### src/rtl/ppu_pool_sequencer_if.sv
// ppu_pool_sequencer_if
// Bundles the three sides of the pooling sequencer into one interface:
//   - the element input stream (valid/ready plus the data)
//   - the pooled-result output stream (valid/ready plus the data)
//   - the control/feedback pins of the PPU running-max comparator
// The sequencer connects through the 'slave' modport.
// The surrounding logic (PPU stream, writeback, comparator) connects through 'master'.
interface ppu_pool_sequencer_if;

    // Element input stream
    logic       in_valid;
    logic       in_ready;
    logic [7:0] in_data;

    // Synchronous abort of a partial window
    logic       clear;

    // Quantisation zero point (only used when ReLU fusion is built in)
    logic [7:0] zero_point;

    // Comparator drive and feedback
    logic       cmp_init;
    logic       cmp_en;
    logic [7:0] cmp_data_in;
    logic [7:0] cmp_data_out;

    // Pooled-result output stream
    logic       out_valid;
    logic       out_ready;
    logic [7:0] out_data;

    // Sequencer side
    modport slave (
        input  in_valid,
        output in_ready,
        input  in_data,
        input  clear,
        input  zero_point,
        output cmp_init,
        output cmp_en,
        output cmp_data_in,
        input  cmp_data_out,
        output out_valid,
        input  out_ready,
        output out_data
    );

    // Environment side: stream source, result sink, comparator
    modport master (
        output in_valid,
        input  in_ready,
        output in_data,
        output clear,
        output zero_point,
        input  cmp_init,
        input  cmp_en,
        input  cmp_data_in,
        output cmp_data_out,
        input  out_valid,
        output out_ready,
        input  out_data
    );

endinterface

### src/rtl/ppu_pool_sequencer.sv
// ppu_pool_sequencer
//
// Sequences the PPU 8-bit running-max comparator to perform max pooling.
// It takes WIN_SIZE unsigned elements per window and drives the comparator's
// init/en/data_in pins. On the last element of each window it captures the
// comparator's combinational max and holds it on a valid/ready output.
//
// Optional build macro:
//   PPU_POOL_RELU_EN - the captured value becomes max(cmp_data_out, zero_point).
//                      This fuses a ReLU into the pooling step.
//                      When the macro is absent, zero_point is ignored.
module ppu_pool_sequencer #(
    parameter int WIN_SIZE = 4
) (
    input  logic                 clk,
    input  logic                 rst,
    ppu_pool_sequencer_if.slave  bus
);

    // The counter needs at least one bit, even for degenerate parameter values.
    localparam int CNT_W = (WIN_SIZE > 1) ? $clog2(WIN_SIZE) : 1;
    localparam logic [CNT_W-1:0] LAST_IDX = CNT_W'(WIN_SIZE - 1);

    typedef enum logic [1:0] {
        ST_IDLE  = 2'd0,
        ST_ACCUM = 2'd1,
        ST_HOLD  = 2'd2
    } state_t;

    state_t            state_reg;
    state_t            state_next;
    logic [CNT_W-1:0]  elem_cnt_reg;
    logic [CNT_W-1:0]  elem_cnt_next;
    logic [7:0]        out_data_reg;
    logic [7:0]        capture_value;
    logic              capture;
    logic              in_ready_int;
    logic              acc;
    logic              last_elem;

    // Handshake and comparator drive.
    // in_ready is gated by rst, so it reads 0 while reset is held.
    // All comparator controls derive from acc, so they also drop during reset.
    // The comparator always updates while init is low. Feeding it 0 on idle
    // cycles therefore leaves its stored max unchanged.
    always_comb begin
        in_ready_int = !rst && (state_reg != ST_HOLD) && !bus.clear;
        acc          = bus.in_valid && in_ready_int;
        last_elem    = (elem_cnt_reg == LAST_IDX);
    end

    assign bus.in_ready    = in_ready_int;
    assign bus.cmp_en      = acc;
    assign bus.cmp_init    = acc && (elem_cnt_reg == '0);
    assign bus.cmp_data_in = acc ? bus.in_data : 8'h00;
    assign bus.out_valid   = (state_reg == ST_HOLD);
    assign bus.out_data    = out_data_reg;

    // Select the value latched as the pooled result.
    // cmp_data_out already includes the element being accepted this cycle.
`ifdef PPU_POOL_RELU_EN
    always_comb begin
        capture_value = (bus.cmp_data_out > bus.zero_point) ? bus.cmp_data_out
                                                            : bus.zero_point;
    end
`else
    always_comb begin
        capture_value = bus.cmp_data_out;
    end
`endif

    // Next-state logic: window progress, clear handling, result release.
    always_comb begin
        state_next    = state_reg;
        elem_cnt_next = elem_cnt_reg;
        capture       = 1'b0;
        unique case (state_reg)
            ST_IDLE, ST_ACCUM: begin
                if (bus.clear) begin
                    // Abort any partial window. The next element restarts at init.
                    state_next    = ST_IDLE;
                    elem_cnt_next = '0;
                end else if (acc) begin
                    if (last_elem) begin
                        state_next    = ST_HOLD;
                        elem_cnt_next = '0;
                        capture       = 1'b1;
                    end else begin
                        state_next    = ST_ACCUM;
                        elem_cnt_next = elem_cnt_reg + 1'b1;
                    end
                end
            end
            ST_HOLD: begin
                // A held result is never dropped by clear; only the handshake
                // releases it.
                if (bus.out_ready) begin
                    state_next = ST_IDLE;
                end
            end
            default: begin
                state_next    = ST_IDLE;
                elem_cnt_next = '0;
            end
        endcase
    end

    // State and element counter registers. Asynchronous reset drops any
    // partial window.
    always_ff @(posedge clk or posedge rst) begin
        if (rst) begin
            state_reg    <= ST_IDLE;
            elem_cnt_reg <= '0;
        end else begin
            state_reg    <= state_next;
            elem_cnt_reg <= elem_cnt_next;
        end
    end

    // Result register. It changes only on a capture, so it stays stable under
    // back-pressure.
    always_ff @(posedge clk or posedge rst) begin
        if (rst) begin
            out_data_reg <= 8'h00;
        end else if (capture) begin
            out_data_reg <= capture_value;
        end
    end

endmodule

### src/flat_wrapper.sv
// flat-port wrapper written by rule: the top's interface ports become plain ports
module ppu_pool_sequencer_flat 
#(
    parameter int WIN_SIZE = 4
)
  (clk, rst, bus_in_valid, bus_in_ready, bus_in_data, bus_clear, bus_zero_point, bus_cmp_init, bus_cmp_en, bus_cmp_data_in, bus_cmp_data_out, bus_out_valid, bus_out_ready, bus_out_data);
  ppu_pool_sequencer_if bus_i ();
  input  logic clk;
  input  logic rst;
  input wire logic [$bits(bus_i.in_valid)-1:0] bus_in_valid;
  output wire logic [$bits(bus_i.in_ready)-1:0] bus_in_ready;
  input wire logic [$bits(bus_i.in_data)-1:0] bus_in_data;
  input wire logic [$bits(bus_i.clear)-1:0] bus_clear;
  input wire logic [$bits(bus_i.zero_point)-1:0] bus_zero_point;
  output wire logic [$bits(bus_i.cmp_init)-1:0] bus_cmp_init;
  output wire logic [$bits(bus_i.cmp_en)-1:0] bus_cmp_en;
  output wire logic [$bits(bus_i.cmp_data_in)-1:0] bus_cmp_data_in;
  input wire logic [$bits(bus_i.cmp_data_out)-1:0] bus_cmp_data_out;
  output wire logic [$bits(bus_i.out_valid)-1:0] bus_out_valid;
  input wire logic [$bits(bus_i.out_ready)-1:0] bus_out_ready;
  output wire logic [$bits(bus_i.out_data)-1:0] bus_out_data;
  assign bus_i.in_valid = bus_in_valid;
  assign bus_in_ready = bus_i.in_ready;
  assign bus_i.in_data = bus_in_data;
  assign bus_i.clear = bus_clear;
  assign bus_i.zero_point = bus_zero_point;
  assign bus_cmp_init = bus_i.cmp_init;
  assign bus_cmp_en = bus_i.cmp_en;
  assign bus_cmp_data_in = bus_i.cmp_data_in;
  assign bus_i.cmp_data_out = bus_cmp_data_out;
  assign bus_out_valid = bus_i.out_valid;
  assign bus_i.out_ready = bus_out_ready;
  assign bus_out_data = bus_i.out_data;
  ppu_pool_sequencer #(.WIN_SIZE(WIN_SIZE)) u_core (.clk(clk), .rst(rst), .bus(bus_i));
endmodule
### config.mk
export PLATFORM = sky130hd
export DESIGN_NAME = ppu_pool_sequencer_flat
export DESIGN_NICKNAME = d
export VERILOG_FILES = /design/src/rtl/ppu_pool_sequencer_if.sv /design/src/rtl/ppu_pool_sequencer.sv /design/src/flat_wrapper.sv
export SDC_FILE = /design/constraint.sdc
export NUM_CORES = 1
export LEC_CHECK = 0
export ABC_AREA = 1
export CELL_PAD_IN_SITES_DETAIL_PLACEMENT = 1
export CELL_PAD_IN_SITES_GLOBAL_PLACEMENT = 1
export CORE_MARGIN = 2
export CORE_UTILIZATION = 23
export DETAILED_ROUTE_END_ITERATION = 8
export PLACE_DENSITY_LB_ADDON = 0.1
export SLEW_MARGIN = 10
export SYNTH_ARGS = -nofsm -noshare
export SYNTH_HDL_FRONTEND = slang
export SYNTH_SLANG_ARGS = --single-unit
### constraint.sdc
create_clock -name clk -period 1.55 [get_ports clk]
set_input_delay 0.155 -clock clk [delete_from_list [all_inputs] [get_ports clk]]
set_output_delay 0.155 -clock clk [all_outputs]
set_load 0.005 [all_outputs]
==> results of run 1 <==
-- power breakdown --
part	leakage, µW	internal, µW	switching (µW)	total, µW
Combinational	0.000492	157	110	267
Sequential	0.000163	356	24.6	381
Clock	0.0000210	143	115	257
-- placed cells by master (no fill, tap or decap), drive strengths merged --
master	n
nand2	26
nand3	5
nor3b	1
dfrtp	12
ha	2
buf	9
inv	17
clkbuf	6
o22ai	1
o21ai	9
clkdlybuf4s50	26
nor2	13
dlygate4sd2	12
-- kinds of logic after synthesis --
kind of cell | count (synthesis) | share of synthesized area (%)
simple gates | 44 | 32.1
buf+inv | 19 | 12.9
flops | 12 | 43.1
compound gates | 10 | 8.26
fa+ha+maj | 2 | 3.59
-- repair_timing --
item	4_1_cts	5_1_grt
buffers inserted	3	1
setup endpoints to repair	12	8
pin swaps	2	1
resized for setup	17	4
cloned	1	0
hold endpoints to repair	0	0
hold buffers	0	0
-- stage by stage --
stage	instances	hold WS (ns)	setup slack (ns)	power [µW]	setup TNS (ns)
global route	170	0.106	0.0187	983	0
global placement	162	0.479	-0.179	645	-1.72
finish	170	0.0836	0.115	905	0
floorplan	87	0.0197	0.392	487	0
detailed placement	162	0.482	-0.214	652	-2.27
CTS	170	0.101	0.0163	922	0
-- worst reg2reg max path, delay by kind of cell, from the launching register on --
family | cells | cell delay, ns
AND/OR/NAND/NOR | 5 | 0.62
flip-flops | 1 | 0.42
buffers and inverters | 2 | 0.27
-- worst min-delay path by stage --
stage                                 from                      to  slack [ns]  depth (start not counted)
floorplan                              rst  u_core.bus.out_data[0]        0.02                          1
global placement    u_core.bus.out_data[4]  u_core.bus.out_data[4]        0.48                          2
detailed placement  u_core.bus.out_data[4]  u_core.bus.out_data[4]        0.48                          2
CTS                                    rst  u_core.bus.out_data[2]        0.10                          2
global route                           rst     u_core.state_reg[1]        0.11                          2
finish                                 rst  u_core.elem_cnt_reg[1]        0.08                          2
-- layer usage --
metal,share of wire [%],track usage (%),wire (µm),vias up
li1,-,-,-,366
met1,44,17.3,891,319
met2,50,22.1,1020,19
met3,5.1,2.40,104,2
met4,0.49,5.84,10,0
met5,0,0,0,-
-- final cells by class --
type                       count  share of cell area [%]
timing repair buffer          49                    36.9
multi-input combinational     57                    26.8
sequential                    12                    24.8
inverter                      17                    5.27
tap                           31                    3.21
clock buffer                   4                    3.00
==> impl_metrics.csv, run 1 <==
group,metric,value,unit
outcome,status,"finished, final reports clean",
power_and_ir_drop,power_density,748,mW/mm²
worst_setup_path,critPathArrivalTime,1.28,ns
worst_setup_path,crit_buf_inv,4,
routing,wl_per_cell,11.9,µm
placed_design,port_buffers,40,
yosys,ys_seq_elements,12,
routing,drc_errors,0,
floorplan,fp.dieArea,0.00349,mm²
yosys,yosysTopAreaCellShare,43.1,%
placed_design,placed_area,0.00115,mm²
worst_setup_path,critPathTopFamily,"buffers and inverters",
worst_setup_path,ff2ff_path_depth,7,
timing,finalHoldViolations,0,
grt,overflow,0,
worst_setup_path,worstSetupEndpointType,"output pin",
timing,fin_skew,0.00375,ns
cts,cts_buffers,3,
routing,drt-initial-drc-count,6,
grt,grtUsageTotal,13.4,%
floorplan,ios,49,
floorplan,start_util,24.6,%
cts,clkSinkCount,12,
finish,layout.area.seq,300,µm²
yosys,yosysMostFrequentCell,"nand2_1",
yosys,synth_top_flop_cell,"dfrtp_1",
timing,setup_viol,0,
finish,area_growth_syn_to_layout,73.6,%
finish,n_antenna_cell,0,
finish,fillers,356,
cts,cts_max_level,1,
routing,drt_pass1_iterations,2,
worst_setup_path,crit_cells,6,
worst_setup_path,endpoint,"bus_in_ready",
timing,fmax,697,MHz
timing,worst_pin_slew,0.499,ns
cts,clk_pin_slew,0.08,ns
yosys,synthArstFlopShare,100,%
cts,cts-root-buf,"clkbuf_4",
yosys,ys_warn_count,0,
timing,period_minus_slack,1.43,ns
timing,slew_headroom,66.7,%
routing,dr_total_vias,706,
finish,largest_reg_flops,8,
cts,tritoncts,"done",
worst_setup_path,cp_cell_sequence,"inv_2 > nand2_4 > buf_6 > nand2_1 > inv_1 > dlygate4sd2_1",
worst_setup_path,path_max_fanout,6,
timing,rsz0062_at_grt,"false",
yosys,synth_edf_count,0,
floorplan,die_y,59.0,µm
finish,multiInputGateArea,324,µm²
yosys,synth_area_per_cell,8.01,µm²
worst_setup_path,r2r_slack,0.17,ns
worst_setup_path,startpoint_type,"register",
routing,via_per_inst,4.15,
finish,utilization,42.8,%
yosys,synthesis.nets,118,
power_and_ir_drop,p_leak,0.000676,µW
worst_setup_path,required,1.39,ns
grt,grt_max_degree,13,
yosys,synth_cell_type_count,16,
timing,period_share,92.6,%
worst_setup_path,reg2reg_to,"u_core.bus.out_data[7]",
routing,ant_nets,0,
yosys,netlist_instances,87,
timing,slew_viol_final,0,
worst_setup_path,r2r_start,"u_core.state_reg[1]",
worst_setup_path,crit_start,"u_core.state_reg[0]",
placed_design,gp_congestion,0.733,
yosys,yosysSeqAreaShare,43.1,%
floorplan,fp.coreArea,0.00283,mm²
floorplan,rows,19,
yosys,synthTopCellsByArea,"dfrtp_1 43%, nand2_1 13%, inv_1 8.6%",
cts,cts.path.max_buffers,2,
power_and_ir_drop,vdd_drop_max,0.302,mV
yosys,synth_common_cells,"24 x nand2_1, 16 x inv_1, 12 x dfrtp_1",
yosys,syn-cell-area,697,µm²
worst_setup_path,slowest_stage,"dfrtp_1",
grt,grt_pass1_vias,756,
yosys,yosysTopAreaCell,"dfrtp_1",
min_path,hp-class,"input pin to async pin",
grt,grt_first_pass_wirelength,3450,µm
worst_setup_path,critPathKind,"register to output pin",
placed_design,hpwl,1500,µm
floorplan,die_w,59.0,µm
worst_setup_path,slowest_delay,0.38,ns
finish,drive_gt1_share,18.0,%
routing,drt-total-wl,2030,µm
cts,clk_latency,0.27,ns
finish,nNetsFinal,171,
grt,antenna_found_initial,0,
finish,final_area,0.00121,mm²
run,drv_cap,0,
Power figures use the tool's default switching activity.
==> run 2, diff against run 1 <==
--- a/config.mk
+++ b/config.mk
@@ -9,7 +9,7 @@
 export CELL_PAD_IN_SITES_DETAIL_PLACEMENT = 1
 export CELL_PAD_IN_SITES_GLOBAL_PLACEMENT = 1
 export CORE_MARGIN = 2
-export CORE_UTILIZATION = 23
+export CORE_UTILIZATION = 24
 export DETAILED_ROUTE_END_ITERATION = 8
 export PLACE_DENSITY_LB_ADDON = 0.1
 export SLEW_MARGIN = 10
==> constraint.sdc (replaced) <==
create_clock -name clk -period 1.7 [get_ports clk]
set_input_delay 0.17 -clock clk [delete_from_list [all_inputs] [get_ports clk]]
set_output_delay 0.17 -clock clk [all_outputs]
set_load 0.005 [all_outputs]
==> impl_metrics.csv, run 2 (same netlist as run 1, synthesis figures left out) <==
group,metric,value,unit
routing,drt-initial-drc-count,6,
floorplan,ios,49,
routing,ant_nets,0,
placed_design,dp.cells,158,
power_and_ir_drop,vdd_drop_max,0.395,mV
worst_setup_path,startpoint_type,"register",
finish,largest_reg_flops,8,
timing,fmax,613,MHz
worst_setup_path,critPathTopFamily,"buffers and inverters",
worst_setup_path,crit_buf_inv,4,
cts,cts.path.max_buffers,2,
floorplan,die_y,57.9,µm
floorplan,start_util,25.3,%
worst_setup_path,ff2ff_path_depth,9,
worst_setup_path,path_max_fanout,4,
worst_setup_path,crit_cells,5,
timing,slew_viol_final,0,
timing,setup_viol,0,
cts,clk_latency,0.26,ns
grt,antenna_found_initial,0,
routing,drt-total-wl,2080,µm
worst_setup_path,slowest_delay,0.49,ns
cts,cts-root-buf,"clkbuf_4",
floorplan,fp.dieArea,0.00335,mm²
timing,worst_pin_slew,0.478,ns
worst_setup_path,reg2reg_to,"u_core.elem_cnt_reg[1]",
finish,layout.area.seq,302,µm²
finish,area_growth_syn_to_layout,78.5,%
finish,final_cell_mix,"28 x clkdlybuf4s50_1, 24 x nand2_1, 15 x inv_1",
placed_design,hpwl,1420,µm
routing,drc_errors,0,
cts,clkSinkCount,12,
finish,stdcell_count,172,
run,drv_cap,0,
worst_setup_path,slowest_stage,"clkdlybuf4s50_1",
worst_setup_path,cp_cell_sequence,"inv_2 > nand2_4 > buf_4 > inv_1 > clkdlybuf4s50_1",
timing,finalWorstSetupSlack,0.0696,ns
finish,drive_gt1_share,19.1,%
power_and_ir_drop,p_leak,0.000725,µW
timing,slew_headroom,68.1,%
grt,overflow,0,
grt,grt_first_pass_wirelength,3220,µm
outcome,status,"finished, final reports clean",
timing,finalHoldViolations,0,
grt,grt_pass1_vias,737,
placed_design,port_buffers,40,
worst_setup_path,worstSetupEndpointType,"output pin",
finish,n_antenna_cell,0,
worst_setup_path,critPathArrivalTime,1.46,ns
routing,drt_pass1_iterations,4,
floorplan,rows,19,
worst_setup_path,required,1.53,ns
cts,clk_pin_slew,0.07,ns
worst_setup_path,r2r_slack,0.13,ns
cts,cts_buffers,3,
power_and_ir_drop,power_density,622,mW/mm²
finish,fillers,336,
routing,wl_per_cell,12.1,µm
placed_design,dp_slack,-0.0671,ns
finish,multiInputGateArea,327,µm²
finish,nNetsFinal,174,
placed_design,gp_congestion,0.682,
worst_setup_path,critPathKind,"register to output pin",
routing,dr_total_vias,746,
floorplan,die_w,57.9,µm
routing,via_per_inst,4.34,
floorplan,fp.coreArea,0.00276,mm²
timing,period_share,95.9,%
timing,period_minus_slack,1.63,ns
cts,cts_max_level,1,
worst_setup_path,r2r_start,"u_core.state_reg[1]",
cts,tritoncts,"done",
grt,grt_max_degree,13,
grt,grtUsageTotal,12.6,%
finish,final_common_cell,"clkdlybuf4s50_1",
timing,fin_skew,0.000555,ns
min_path,hp-class,"input pin to async pin",
==> run 2: power breakdown <==
group	total [µW]	leakage [µW]	internal [µW]	switching, µW
sequential	347	0.000162	325	22.4
combinational	258	0.000550	152	106
clock	169	0.0000138	81.7	87.2
==> run 2: per-layer routing <==
layer | wire (µm) | global-route usage [%] | vias to the layer above | share of wire, %
li1 | - | - | 372 | -
met1 | 789 | 14.0 | 355 | 38
met2 | 1200 | 24.0 | 19 | 58
met3 | 84 | 2.01 | 0 | 4.0
met4 | 0 | 3.99 | 0 | 0
met5 | 0 | 0 | - | 0
==> run 2: cell type report <==
| type | count | share of cell area, % |
|---|---|---|
| clock buffer | 3 | 1.81 |
| inverter | 17 | 5.13 |
| multi-input combinational | 57 | 26.3 |
| sequential | 12 | 24.2 |
| tap | 31 | 3.12 |
| timing repair buffer | 52 | 39.4 |
==> run 2: metrics by stage <==
| stage | cell area [µm²] | TNS [ns] | power (µW) | hold WS (ns) | util, % |
|---|---|---|---|---|---|
| after global placement | 1120 | -0.391 | 585 | 0.483 | 40.8 |
| after global routing | 1240 | -0.00304 | 829 | 0.142 | 45.1 |
| after floorplan | 697 | 0 | 444 | 0.0347 | - |
| final | 1240 | 0 | 774 | 0.0994 | 45.1 |
| after CTS | 1190 | 0 | 765 | 0.109 | 43.3 |
| after detailed placement | 1120 | -0.508 | 589 | 0.488 | 40.8 |
==> run 2: how the worst max path moves through the flow <==
stage,start,endpoint,slack [ns]
after floorplan,u_core.state_reg[1],bus_cmp_data_in[0],0.53
after global placement,rst,bus_cmp_data_in[6],-0.05
after detailed placement,rst,bus_cmp_data_in[1],-0.07
after CTS,u_core.elem_cnt_reg[0],bus_cmp_init,0.005
after global routing,u_core.state_reg[0],bus_out_valid,-0.003
final,u_core.state_reg[0],bus_out_valid,0.07
==> run 2: timing repair <==
| item | CTS | global route |
|---|---|---|
| hold buffers | 0 | 0 |
| cloned | 1 | 0 |
| gates resized for setup | 10 | 6 |
| endpoints found under the setup margin | 10 | 6 |
| setup buffers | 5 | 5 |
| pin swaps | 6 | 1 |
==> run 2: worst reg2reg max path: cells and delay by family, from the launching register on <==
family | cells | cell delay, ns
AND/OR/NAND/NOR | 6 | 0.61
buffers and inverters | 3 | 0.44
flip-flops | 1 | 0.42
==> run 3, diff against run 2 <==
--- a/config.mk
+++ b/config.mk
@@ -12,6 +12,7 @@
 export CORE_UTILIZATION = 24
 export DETAILED_ROUTE_END_ITERATION = 8
 export PLACE_DENSITY_LB_ADDON = 0.1
+export SKIP_LAST_GASP = 1
 export SLEW_MARGIN = 10
 export SYNTH_ARGS = -nofsm -noshare
 export SYNTH_HDL_FRONTEND = slang
==> results of run 3 <==
No change in the layout: final DEF, timing and power equal those of run 2.
